===== src/rtl/accum_readout.sv =====
// accum_readout: steps output_sel through the four accumulator bytes, captures each one
// after a settle window, and offers the packed 32-bit word on a valid/ready handshake.
module accum_readout #(
  parameter int SETTLE_CYCLES = 1
) (
  input  logic        clock,
  input  logic        reset,
  input  logic        start,
  input  logic [7:0]  acc_data,
  output logic [1:0]  output_sel,
  output logic        busy,
  output logic [31:0] result,
  output logic        result_valid,
  input  logic        result_ready,
  output logic        dropped
);

  localparam logic [1:0] MUX_SEL_REGISTER_2_LSB = 2'd0;
  localparam logic [1:0] MUX_SEL_REGISTER_2_MSB = 2'd1;
  localparam logic [1:0] MUX_SEL_COUNTER_VALUE  = 2'd2;
  localparam logic [1:0] MUX_SEL_COUNTER_CARRY  = 2'd3;
  localparam logic [3:0] SETTLE_LOAD            = 4'(SETTLE_CYCLES);

  typedef enum logic [1:0] {
    S_IDLE,
    S_READ,
    S_PRESENT
  } state_t;

  state_t     state_q, state_d;
  logic [1:0] idx_q, idx_d;
  logic [3:0] settle_q, settle_d;
  logic [1:0] sel_q, sel_d;
  logic       busy_q, busy_d;
  logic       valid_q, valid_d;
  logic       dropped_q, dropped_d;
  logic       capture;

  // Byte index to accumulator mux code; index order is also the result byte order.
  function automatic logic [1:0] sel_for_idx(input logic [1:0] idx);
    logic [1:0] sel;
    case (idx)
      2'd0:    sel = MUX_SEL_REGISTER_2_LSB;
      2'd1:    sel = MUX_SEL_REGISTER_2_MSB;
      2'd2:    sel = MUX_SEL_COUNTER_VALUE;
      default: sel = MUX_SEL_COUNTER_CARRY;
    endcase
    return sel;
  endfunction

  always_ff @(posedge clock or negedge reset) begin
    if (!reset) begin
      state_q   <= S_IDLE;
      idx_q     <= 2'd0;
      settle_q  <= 4'd0;
      sel_q     <= MUX_SEL_REGISTER_2_LSB;
      busy_q    <= 1'b0;
      valid_q   <= 1'b0;
      dropped_q <= 1'b0;
    end else begin
      state_q   <= state_d;
      idx_q     <= idx_d;
      settle_q  <= settle_d;
      sel_q     <= sel_d;
      busy_q    <= busy_d;
      valid_q   <= valid_d;
      dropped_q <= dropped_d;
    end
  end

  always_comb begin
    state_d   = state_q;
    idx_d     = idx_q;
    settle_d  = settle_q;
    sel_d     = sel_q;
    busy_d    = busy_q;
    valid_d   = valid_q;
    dropped_d = dropped_q | (start & (state_q != S_IDLE));
    capture   = 1'b0;
    case (state_q)
      S_IDLE: begin
        if (start) begin
          state_d  = S_READ;
          idx_d    = 2'd0;
          settle_d = SETTLE_LOAD;
          sel_d    = sel_for_idx(2'd0);
          busy_d   = 1'b1;
        end
      end
      S_READ: begin
        if (settle_q == 4'd0) begin
          capture = 1'b1;
          if (idx_q == 2'd3) begin
            state_d = S_PRESENT;
            valid_d = 1'b1;
          end else begin
            // Advance the mux on the capture edge so the next byte starts settling at once.
            idx_d    = idx_q + 2'd1;
            settle_d = SETTLE_LOAD;
            sel_d    = sel_for_idx(idx_q + 2'd1);
          end
        end else begin
          settle_d = settle_q - 4'd1;
        end
      end
      S_PRESENT: begin
        if (result_ready) begin
          state_d = S_IDLE;
          valid_d = 1'b0;
          busy_d  = 1'b0;
          sel_d   = MUX_SEL_REGISTER_2_LSB;
        end
      end
      default: state_d = S_IDLE;
    endcase
  end

  // One capture register per result byte; each only loads on its own index.
  for (genvar gi = 0; gi < 4; gi++) begin : g_byte
    logic [7:0] byte_q;
    always_ff @(posedge clock or negedge reset) begin
      if (!reset) begin
        byte_q <= 8'h00;
      end else if (capture && (idx_q == 2'(gi))) begin
        byte_q <= acc_data;
      end
    end
    assign result[gi*8 +: 8] = byte_q;
  end

  assign output_sel   = sel_q;
  assign busy         = busy_q;
  assign result_valid = valid_q;
  assign dropped      = dropped_q;

endmodule


===== config.mk =====
export PLATFORM = sky130hd
export DESIGN_NAME = accum_readout
export DESIGN_NICKNAME = d
export VERILOG_FILES = /design/src/rtl/accum_readout.sv
export SDC_FILE = /design/constraint.sdc
export NUM_CORES = 1
export LEC_CHECK = 0
export ABC_CLOCK_PERIOD_IN_PS = 2100
export CAP_MARGIN = 20
export CORE_ASPECT_RATIO = 1.4
export CORE_MARGIN = 3
export CORE_UTILIZATION = 43
export DETAILED_ROUTE_END_ITERATION = 8
export GPL_TIMING_DRIVEN = 0
export PLACE_DENSITY = 0.76
export SYNTH_ARGS = -nofsm -noshare
export SYNTH_HDL_FRONTEND = slang
export SYNTH_SLANG_ARGS = --single-unit
export TNS_END_PERCENT = 20

===== constraint.sdc =====
create_clock -name clock -period 2.1 [get_ports clock]
set_clock_uncertainty 0.15 [all_clocks]
set_input_delay 0.42 -clock clock [delete_from_list [all_inputs] [get_ports clock]]
set_output_delay 0.42 -clock clock [all_outputs]
set_load 0.01 [all_outputs]

==> qor.json, run 1 <==
{
  "yosys": {
    "synthesized_area_fraction_occupied_by_ao_oa_aoi_and_oai_cells": 0.0599,
    "combinational_family_with_the_most_area_after_synthesis": "multiplexers",
    "ys_warn_count": 0,
    "syn-mean-instance-area_um2": 13.9,
    "seq_area_frac_synth": 0.593,
    "synthMostInstantiatedCell": "sky130_fd_sc_hd__dfrtp_1",
    "synth_seq_cells": 45,
    "ys_async_sr_fraction": 1.00,
    "synth-simple-area-share": 0.0547,
    "yosys.area.top_type": "sky130_fd_sc_hd__dfrtp_1",
    "synth_enable_flop_cells": 0,
    "synth_adder_area_share": 0.0395,
    "ys_dominant_reg_cell": "sky130_fd_sc_hd__dfrtp_1",
    "yosys.area_share.xor_xnor": 0,
    "net_count_of_the_mapped_netlist": 155,
    "post-synth-top-area-fraction": 0.593,
    "synthTopCellsByCount": "sky130_fd_sc_hd__dfrtp_1, sky130_fd_sc_hd__mux2_2, sky130_fd_sc_hd__inv_1",
    "syn-instance-count": 137,
    "synth.area.mux_share": 0.222,
    "synth.lib_cells_used.distinct": 26,
    "synth_area_mm2": 0.00190,
    "netlist_top_cells_area": "sky130_fd_sc_hd__dfrtp_1, sky130_fd_sc_hd__mux2_2, sky130_fd_sc_hd__ha_1"
  },
  "critical_path": {
    "timing_worst_setup_path_type": "register to register",
    "r2r_slack_ns": 0.05,
    "critical_path_required_ns": 2.13,
    "cp_data_arrival_time_ns": 2.08,
    "worst_path_fanout_max": 7,
    "worst_setup_path_start_kind": "register",
    "critPathCaptureType": "register"
  },
  "grt": {
    "groute.usage.overall": 0.168,
    "grt_antenna_before_repair": 0,
    "globalRouteOverflowTotal": 0,
    "via_count_of_the_first_global_routing_pass": 1481,
    "grt_start_max_net_pins": 28,
    "first_pass_grt_wire_length_mm": 6.89
  },
  "power": {
    "power.share.combinational": 0.489,
    "power.switching_mw": 1.30,
    "power_report.internal_total_mw": 2.72,
    "p_sw_frac": 0.324,
    "peakVddDrop_v": 0.000750,
    "clock_power_share": 0.131,
    "power-per-cell-area_mw_per_mm2": 1520,
    "seq_power_share": 0.380,
    "power.leakage_nw": 1.16
  },
  "route": {
    "top_layer_used": "met4",
    "dr_total_vias": 1301,
    "drt_antenna_net_count": 0,
    "drc": 0,
    "routedWlPerCell_um": 15.5,
    "drt_first_iter_violations": 54,
    "total_met2_wirelength_after_detailed_routing_mm": 2.29,
    "totalWireLength_mm": 4.06,
    "wl_met3_um": 144,
    "route.detailed.vias_per_inst": 4.98,
    "drt_pass1_iterations": 4,
    "drt-met1-wl_mm": 1.53
  },
  "sta": {
    "period_needed_ns": 2.05,
    "grt_setup_unrepaired": "yes",
    "fin_ws_ns": 0.0520,
    "layout_worst_path_cycle_share": 0.975,
    "setup_viol_count_final": 0,
    "finalHoldViolCount": 0,
    "timing.slew.headroom": 0.638,
    "tightest_slew_ns": 0.542,
    "final_max_slew_viol_count": 0,
    "fmaxAchievable_ghz": 0.488,
    "setup_tns_ns": 0
  },
  "min_path": {
    "min_delay_path_class": "register to register"
  },
  "status": {
    "outcome": "completed"
  },
  "cts": {
    "clk_latency_ns": 0.29,
    "cts-root-to-sink-buffers": 2,
    "clock_sinks": 45,
    "tritoncts": "done",
    "cts_inserted_buffers": 5,
    "root_buffer_cell": "sky130_fd_sc_hd__clkbuf_8",
    "cts-htree-levels": 2,
    "clkTransAtPathRegs_ns": 0.08
  },
  "job": {
    "cap_violations": 0
  },
  "place": {
    "finalWeightedCongestion": 0.753,
    "placement.setup.worst_slack_ns": -0.289,
    "placement.io_buffers": 48,
    "dp_hpwl_mm": 3.03
  },
  "floorplan": {
    "top_level_ports": 49,
    "chipWidth_um": 62.2,
    "die_area_mm2": 0.00526,
    "initial_utilization": 0.448,
    "die-height_um": 84.6,
    "floorplan.core_area_mm2": 0.00424,
    "std_cell_rows": 28
  },
  "cells_and_area": {
    "n_antenna_cell": 0,
    "finalNetCount": 219,
    "final_layout_size_suffix_gt1_frac": 0.284,
    "area.growth.synth_to_final_pct": 39.5
  }
}
## worst paths after layout
kind,start,to,cells past startpoint
min in group asynchronous,reset,g_byte[2].byte_q[5],2
setup reg to reg,settle_q[0],g_byte[3].byte_q[2],7
max in group asynchronous,reset,g_byte[3].byte_q[4],3
hold / removal,dropped,dropped,1
hold reg to reg,dropped,dropped,1
setup / recovery,settle_q[0],g_byte[3].byte_q[2],7
## placed cells by master, fill, tap and decap left out
cell,count
sky130_fd_sc_hd__a211o_1,1
sky130_fd_sc_hd__a21o_1,1
sky130_fd_sc_hd__a21oi_1,3
sky130_fd_sc_hd__a31o_2,1
sky130_fd_sc_hd__a41oi_1,1
sky130_fd_sc_hd__buf_12,1
sky130_fd_sc_hd__buf_2,3
sky130_fd_sc_hd__buf_4,5
sky130_fd_sc_hd__buf_6,3
sky130_fd_sc_hd__clkbuf_1,2
sky130_fd_sc_hd__clkbuf_8,6
sky130_fd_sc_hd__clkdlybuf4s50_1,47
sky130_fd_sc_hd__dfrtp_1,45
sky130_fd_sc_hd__dlygate4sd3_1,1
sky130_fd_sc_hd__ha_1,5
sky130_fd_sc_hd__ha_4,1
sky130_fd_sc_hd__inv_1,8
sky130_fd_sc_hd__inv_2,2
sky130_fd_sc_hd__mux2_2,32
sky130_fd_sc_hd__mux2_4,1
sky130_fd_sc_hd__mux2i_1,5
sky130_fd_sc_hd__nand2_1,2
sky130_fd_sc_hd__nand2b_1,4
sky130_fd_sc_hd__nand3_1,1
sky130_fd_sc_hd__nand4_1,4
sky130_fd_sc_hd__nor2_1,1
sky130_fd_sc_hd__nor2b_1,1
sky130_fd_sc_hd__nor3_4,1
sky130_fd_sc_hd__o211ai_1,2
sky130_fd_sc_hd__o21ai_0,6
sky130_fd_sc_hd__o21bai_1,1
sky130_fd_sc_hd__o22ai_1,2
sky130_fd_sc_hd__or3_1,1
sky130_fd_sc_hd__or3b_4,1
## metal layers
layer | up-vias | global-route usage
li1 | 610 | -
met1 | 650 | 0.178
met2 | 34 | 0.317
met3 | 7 | 0.0388
met4 | 0 | 0.0724
met5 | - | 0
## repair_timing
action,CTS,global route
pin swaps,2,3
endpoints found under the setup margin,15,32
resized for setup,7,2
hold buffers,1,0
setup buffers,5,2
hold endpoints to repair,18,0
## metrics by stage
| step | area [µm²] | power [mW] | cells | utilization | hold WS [ns] |
|---|---|---|---|---|---|
| floorplan | 1900 | 2.46 | 137 | - | -0.0256 |
| global placement | 2450 | 3.34 | 245 | 0.579 | 0.300 |
| detailed placement | 2470 | 3.43 | 246 | 0.583 | 0.240 |
| CTS | 2620 | 4.03 | 259 | 0.618 | 0.336 |
| global route | 2650 | 4.28 | 261 | 0.625 | 0.356 |
| finish | 2650 | 4.02 | 261 | 0.625 | 0.325 |
## critical path, stage by stage (launching register included)
cell	delay, ns
sky130_fd_sc_hd__dfrtp_1	0.40
sky130_fd_sc_hd__inv_2	0.09
sky130_fd_sc_hd__ha_4	0.13
sky130_fd_sc_hd__buf_6	0.11
sky130_fd_sc_hd__or3b_4	0.40
sky130_fd_sc_hd__nor3_4	0.17
sky130_fd_sc_hd__buf_6	0.16
sky130_fd_sc_hd__mux2_2	0.33
## cell families after synthesis
| logic type | Yosys count |
|---|---|
| AO/OA/AOI/OAI | 18 |
| multiplexers | 38 |
| buffers and inverters | 14 |
| flip-flops | 45 |
| AND/OR/NAND/NOR | 16 |
| adder cells (fa/ha/maj) | 6 |
## power by group through the flow
stage	logic (mW)	clock network, mW	registers, mW
floorplan	0.799	0	1.66
global placement	1.83	0	1.51
detailed placement	1.89	0	1.54
CTS	1.96	0.538	1.53
global route	2.12	0.575	1.59
finish	1.97	0.526	1.53
## registers in the layout, indices dropped and copies added, names as in the netlist
register / cells
g_byte.byte_q: 32
settle_q: 4
idx_q: 2
output_sel: 2
state_q: 2
busy: 1
dropped: 1
result_valid: 1
## final cells by class
type	instances	area, µm²
Sequential cell	45	1130
Tap cell	60	75.1
Multi-Input combinational cell	78	733
Clock buffer	7	86.3
Fill cell	337	1590
Buffer	4	25.0
Timing Repair Buffer	57	566
Inverter	10	37.5
Note: power is estimated with default switching activity, not from simulation.
==> inputs of run 2 (changes only) <==
- SLEW_MARGIN: unset -> 25
==> results of run 2 <==
The final DEF is identical to that of run 1; final timing and power are the same.
